### config.mk
export PLATFORM = sky130hd
export DESIGN_NAME = set_bit_walker
export DESIGN_NICKNAME = d
export VERILOG_FILES = /design/src/rtl/set_bit_walker_pkg.sv /design/src/rtl/set_bit_walker_fns_core.sv /design/src/rtl/set_bit_walker.sv
export SDC_FILE = /design/constraint.sdc
export NUM_CORES = 1
export LEC_CHECK = 0
export CAP_MARGIN = 20
export CORE_UTILIZATION = 30
export DETAILED_ROUTE_END_ITERATION = 10
export DONT_BUFFER_PORTS = 1
export GPL_TIMING_DRIVEN = 1
export MAX_ROUTING_LAYER = met4
export PLACE_DENSITY = 0.46
export SETUP_SLACK_MARGIN = 0.3
export SLEW_MARGIN = 20
export SYNTH_ARGS = -nofsm -noshare
export SYNTH_HDL_FRONTEND = slang
export SYNTH_SLANG_ARGS = --single-unit
### constraint.sdc
create_clock -name clk -period 6.2 [get_ports clk]
set_input_delay 1.24 -clock clk [delete_from_list [all_inputs] [get_ports clk]]
set_output_delay 1.24 -clock clk [all_outputs]
set_load 0.01 [all_outputs]
### src/rtl/set_bit_walker_pkg.sv
// ---------------------------------------------------------------------------
// set_bit_walker_pkg
//   Shared types and helpers for the set-bit walker.
//   - state_t : walker FSM states (idle / walking a word)
//   - inc_mod : increment modulo a power-of-two width
// ---------------------------------------------------------------------------
package set_bit_walker_pkg;

  typedef enum logic [0:0] {
    ST_IDLE = 1'b0,
    ST_WALK = 1'b1
  } state_t;

  // Increment v by one and wrap at w. w must be a power of two, so the
  // wrap is a simple mask rather than a compare.
  function automatic logic [31:0] inc_mod(input logic [31:0] v, input logic [31:0] w);
    logic [31:0] r;
    r = (v + 32'd1) & (w - 32'd1);
    return r;
  endfunction

endpackage

### src/rtl/set_bit_walker_fns_core.sv
// ---------------------------------------------------------------------------
// fns_core
//   Combinational find-next-set-bit, circular, starting at pos_i (inclusive).
//   Ports:
//     x_i     [W]      word to search
//     pos_i   [IW]     start position
//     any_o            1 when x_i has at least one set bit
//     y_o     [W]      one-hot of the first set bit found (0 if none)
//     y_enc_o [IW]     binary index of y_o (0 if none)
// ---------------------------------------------------------------------------
module fns_core #(
  parameter int W = 32
) (
  input  logic [W-1:0]         x_i,
  input  logic [$clog2(W)-1:0] pos_i,
  output logic                 any_o,
  output logic [W-1:0]         y_o,
  output logic [$clog2(W)-1:0] y_enc_o
);

  localparam int IW = $clog2(W);
  localparam int DW = 2 * W;

  logic [W-1:0]  lo_mask_s;
  logic [DW-1:0] dbl_s;
  logic [DW-1:0] iso_s;

  // Double-width search: the low half keeps only bits at or above pos_i,
  // the high half is the full word and supplies the wrapped-around bits.
  // Isolating the lowest set bit of the concatenation gives the circular
  // first hit; folding both halves together yields the one-hot result.
  always_comb begin
    lo_mask_s = ~((W'(1) << pos_i) - W'(1));
    dbl_s     = {x_i, x_i & lo_mask_s};
    iso_s     = dbl_s & (~dbl_s + DW'(1));
    y_o       = iso_s[W-1:0] | iso_s[DW-1:W];
    any_o     = |x_i;
  end

  // One-hot to binary encode by OR-ing the index of the single set bit.
  always_comb begin
    y_enc_o = {IW{1'b0}};
    for (int i = 0; i < W; i++) begin
      if (y_o[i]) begin
        y_enc_o = y_enc_o | IW'(i);
      end else begin
        y_enc_o = y_enc_o;
      end
    end
  end

endmodule

### src/rtl/set_bit_walker.sv
// ---------------------------------------------------------------------------
// set_bit_walker
//   Accepts a W-bit word plus a start position and emits the index of each
//   set bit, one per beat, in circular order from the start position. A zero
//   word produces a single beat with out_any_o=0. Valid/ready on both sides;
//   a new word may be accepted on the same edge the last beat is taken.
//   Ports:
//     clk, arst_n            clock, async active-low reset
//     in_vld_i / in_rdy_o    input handshake
//     in_x_i  [W]            word to walk
//     in_pos_i [IW]          start position (inclusive)
//     out_vld_o / out_rdy_i  output handshake
//     out_any_o              beat carries a set bit
//     out_idx_o [IW]         index of current set bit
//     out_onehot_o [W]       one-hot of out_idx_o
//     out_last_o             final beat of the current word
// ---------------------------------------------------------------------------
module set_bit_walker
  import set_bit_walker_pkg::*;
#(
  parameter int W = 32
) (
  input  logic                 clk,
  input  logic                 arst_n,
  input  logic                 in_vld_i,
  output logic                 in_rdy_o,
  input  logic [W-1:0]         in_x_i,
  input  logic [$clog2(W)-1:0] in_pos_i,
  output logic                 out_vld_o,
  input  logic                 out_rdy_i,
  output logic                 out_any_o,
  output logic [$clog2(W)-1:0] out_idx_o,
  output logic [W-1:0]         out_onehot_o,
  output logic                 out_last_o
);

  localparam int IW = $clog2(W);

  state_t        st_q, st_d;
  logic [W-1:0]  mask_q, mask_d;
  logic [IW-1:0] pos_q, pos_d;
  logic          zero_q, zero_d;

  logic          core_any_s;
  logic [W-1:0]  core_y_s;
  logic [IW-1:0] core_enc_s;
  logic          walk_s;
  logic          last_s;
  logic          take_s;
  logic          accept_s;

  fns_core #(.W(W)) u_fns (
    .x_i     (mask_q),
    .pos_i   (pos_q),
    .any_o   (core_any_s),
    .y_o     (core_y_s),
    .y_enc_o (core_enc_s)
  );

  // State and walk registers.
  always_ff @(posedge clk or negedge arst_n) begin
    if (!arst_n) begin
      st_q   <= ST_IDLE;
      mask_q <= {W{1'b0}};
      pos_q  <= {IW{1'b0}};
      zero_q <= 1'b0;
    end else begin
      st_q   <= st_d;
      mask_q <= mask_d;
      pos_q  <= pos_d;
      zero_q <= zero_d;
    end
  end

  // Handshake terms. A zero word yields y=0, so the "remaining mask empty"
  // test is already true for it; zero_q is kept explicit for clarity.
  always_comb begin
    walk_s   = (st_q == ST_WALK);
    last_s   = zero_q | ((mask_q & ~core_y_s) == {W{1'b0}});
    take_s   = walk_s & out_rdy_i;
    accept_s = in_vld_i & in_rdy_o;
  end

  // Next-state: retire the current bit on a taken beat, then let an accepted
  // word override so the last beat and the next word share one edge.
  always_comb begin
    st_d   = st_q;
    mask_d = mask_q;
    pos_d  = pos_q;
    zero_d = zero_q;
    case (st_q)
      ST_IDLE: begin
        st_d = ST_IDLE;
      end
      ST_WALK: begin
        if (take_s) begin
          mask_d = mask_q & ~core_y_s;
          pos_d  = IW'(inc_mod(32'(core_enc_s), 32'(W)));
          if (last_s) begin
            st_d = ST_IDLE;
          end else begin
            st_d = ST_WALK;
          end
        end else begin
          st_d = ST_WALK;
        end
      end
      default: begin
        st_d = ST_IDLE;
      end
    endcase
    if (accept_s) begin
      mask_d = in_x_i;
      pos_d  = in_pos_i;
      zero_d = (in_x_i == {W{1'b0}});
      st_d   = ST_WALK;
    end else begin
      zero_d = zero_d;
    end
  end

  // Outputs: live only while walking, forced to zero otherwise.
  always_comb begin
    in_rdy_o = (st_q == ST_IDLE) | (take_s & last_s);
    if (walk_s) begin
      out_vld_o    = 1'b1;
      out_any_o    = !zero_q & core_any_s;
      out_idx_o    = core_enc_s;
      out_onehot_o = core_y_s;
      out_last_o   = last_s;
    end else begin
      out_vld_o    = 1'b0;
      out_any_o    = 1'b0;
      out_idx_o    = {IW{1'b0}};
      out_onehot_o = {W{1'b0}};
      out_last_o   = 1'b0;
    end
  end

endmodule
==> impl_summary.txt <==
----------------------------------------------------
[Clock tree]
  Maximum level of the CTS H-tree ... 2
  Clock Tree Buf Depth ... 2
  Worst-skew pair later-pin latency ... 0.29 ns
  Clock root cell ... clkbuf_16
  TritonCTS Buffers ... 5
  Clock-pin slew reported for the worst setup and hold paths after clock tree synthesis ... 0.06 ns
  TritonCTS clock tree ... yes
  Number of sinks handled by clock tree synthesis ... 39
  Count of hold-fix buffers inserted at cts ... 0

[Synth]
  Yosys cell types ... 84
  Predominant post-synthesis flop cell ... dfrtp_1
  Count of flip-flops with a built-in enable after synthesis ... 0
  Seq cells post-synth ... 39
  Post-synth top area cell ... dfrtp_1
  Syn Inst Count ... 679
  Post-synth ARST share ... 100%
  Syn Nets ... ~720
  Top-area cell type share of the netlist area ... 20.5%
  Share of the yosys chip area belonging to registers ... 20.5%
  Warning count from the yosys run ... 0
  Synth top area cells ... dfrtp_1, nand2_1, nor2_1
  Syn avg cell area ... roughly 7 um^2
  Cell Area, Synth ... 4770 um^2

[Die]
  Chip Width ... 128 um
  Chip height ... 128 um
  Area of the die ... 16400 um^2
  # IOs ... 82
  FP Rows ... 45
  Initial core utilization ... slightly above 30%
  Core Region ... 15400 um^2

[Drt]
  Count of unresolved DRC violations after routing ... 0
  Number of search-and-repair iterations in the first detailed-routing pass ... 5
  Routed length per instance ... ~28 um
  Routed WL ... approximately 26000 um
  Detail-routed via count per cell ... 6.54
  Routed via count ... between 6k and 7k
  Post-route antenna net violation count ... 0
  Number of DRC violations after detailed-routing iteration 0 ... around 730

[Pwr]
  Net switching power ... 1.10 mW
  Switching share of power ... 52.8%
  Part of the power in the clock network ... approximately 14%
  Power Dens Cells ... 357 nW/um^2
  Combinational cell fraction of total power ... 68.7%
  Fraction of power consumed by sequential logic ... 17.4%
  Leakage Power ... 2.32 nW
  Peak VDD IR ... about 180 uV
  Int Power ... approximately 1000 uW

[Critical path]
  Register-to-Register Setup Slack ... 0.54 ns
  Arrival time worst endpoint ... 4.70 ns
  Depth of the most critical reg-to-reg path ... 18
  Type of origin of the critical path ... flop
  Startpoint of the most critical setup path ... pos_q[4]
  R2r endpoint ... mask_q[15]
  Worst reg2reg startpoint ... pos_q[4]
  Required time worst endpoint ... a little under 5 ns
  Max Fanout on Critical Path ... 11
  Kind of capture point of the worst setup path ... primary output
  Type of the worst setup path ... flop to primary output

[Placement]
  Placed cells ... 905
  Detailed placer's ending HPWL ... 20700 um
  Placer Congestion ... 1.05
  Port Buffers ... 0
  Total placed instance area ... 5270 um^2

[Final layout]
  Share of layout cells above drive strength 1 ... 19.9%
  Final Instance Area ... around 5800 um^2
  Final net count ... 762
  Synth-to-layout area growth ... 22.4%
  Leading cell types in the layout, fill and taps excluded ... buf_4, nand2_1, nor2_1
  Number of non-filler instances in the completed layout ... 931
  # diodes ... 0
  Most common cell after layout, fill and taps aside ... buf_4

[GRT]
  Wire length of the first global-routing pass ... 37700 um
  Via count of the first global-routing pass ... ~6k
  Largest net degree at the start of global routing ... 40
  Number of antenna violations at the first check in global routing ... 0
  Total gr overflow ... 0
  GRT Resource Usage Total ... about a third

[Worst hold path]
  Number of cells on the worst hold path ... 2
  Launch point of the worst hold path ... pos_q[1]
  Path category of the worst min-delay check ... flop to flop
  Worst-case hold path end point ... pos_q[1]

[STA]
  Final critical path time including I/O delays and setup ... 5.94 ns
  Max Freq ... 0.168 GHz
  Post-Route Setup TNS ... 0 ns
  Actual slew at the worst max-slew pin ... 1.02 ns
  RSZ-0062 raised after global routing ... true
  Period Utilization, post-route ... 95.8%
  Max-slew violation count ... 0
  Hold Slack ... 0.623 ns
  Final setup vio count ... 0
  Post-Route Skew ... around 0.0056 ns
  Slew HR ... between 30% and 40%
  Final Hold Violating Endpoints ... 0

[Outcome]
  Outcome ... finished clean

[Job]
  Max-cap violations ... 0

----------------------------------------------------
area by class of cell:
cell class	count	area, um^2
clock inverter	1	7.51
tap	211	264
sequential	39	976
fill	1656	9530
timing repair buffer	73	554
inverter	35	131
multi-input combinational	565	3750
clock buffer	7	153
sequential cells by signal (all words and copies together), names as in the netlist:
signal / cells
st_q: 1
zero_q: 1
mask_q: 32
pos_q: 5
what timing repair did:
item,CTS,global route
pin swaps,12,24
buffers inserted,6,10
setup endpoints to repair,3,4
gates cloned,0,2
gates resized for setup,25,33
power groups by stage:
stage                     logic, mW  registers, mW  clock network, mW
after global routing           1.52          0.367              0.299
after global placement         1.27          0.363                  0
after detailed placement       1.26          0.364                  0
after CTS                      1.32          0.359              0.290
final                          1.43          0.364              0.289
after floorplan               0.864          0.328                  0
worst max-delay path: stages (launching register included):
cell	delay, ns
dfrtp_1	0.40
nor3_4	0.24
nand3b_1	0.15
ha_4	0.21
buf_6	0.14
or4_1	0.39
a21o_1	0.21
a32o_2	0.28
buf_4	0.14
nor4_1	0.59
nand2b_1	0.21
a31oi_2	0.07
a221o_1	0.31
or4_4	0.56
nor3_4	0.25
nor2_4	0.07
o21ai_4	0.17
how the worst max path moves through the flow:
| stage | to | slack (ns) | cells after the start |
|---|---|---|---|
| 2_1_floorplan | in_rdy_o | 0.36 | 15 |
| 4_1_cts | in_rdy_o | 0.28 | 14 |
| 6_report | in_rdy_o | 0.26 | 16 |
| 3_5_place_dp | in_rdy_o | 0.15 | 14 |
| 5_1_grt | in_rdy_o | 0.18 | 17 |
| 3_3_place_gp | in_rdy_o | 0.25 | 16 |
cells in the mapped netlist (all sizes together) (7+ instances only):
cell    number
a211oi      11
a21oi       26
a31oi       11
and2        25
and3        12
buf         19
clkbuf      21
dfrtp       39
inv         35
mux2i       14
nand2       66
nand2b      10
nand3       37
nand4       12
nor2        61
nor3        32
nor4        26
o211ai      10
o21ai       51
o22ai       10
o31ai        7
or2         10
or3         10
or4         18
per-layer routing:
metal / part of all wire [%] / global-route usage [%]
met1: 43 / 44.8
met2: 43 / 47.0
met3: 9.3 / 5.13
met4: 4.1 / 13.9
met5: 0 / -
cell families after synthesis:
kind of cell    synth area share, %
fa+ha+maj                     0.524
flops                          20.5
xor+xnor                      0.734
compound gates                 28.1
simple gates                   40.7
mux                            2.94
buf+inv                        6.58
through the flow:
stage / utilization (%) / power (mW) / setup slack [ns]
floorplan: - / 1.19 / 0.364
global placement: 34.3 / 1.63 / 0.247
detailed placement: 34.3 / 1.62 / 0.149
CTS: 36.4 / 1.97 / 0.277
global route: 38.0 / 2.19 / 0.182
finish: 38.0 / 2.09 / 0.259
(Power assumes the default switching activity.)
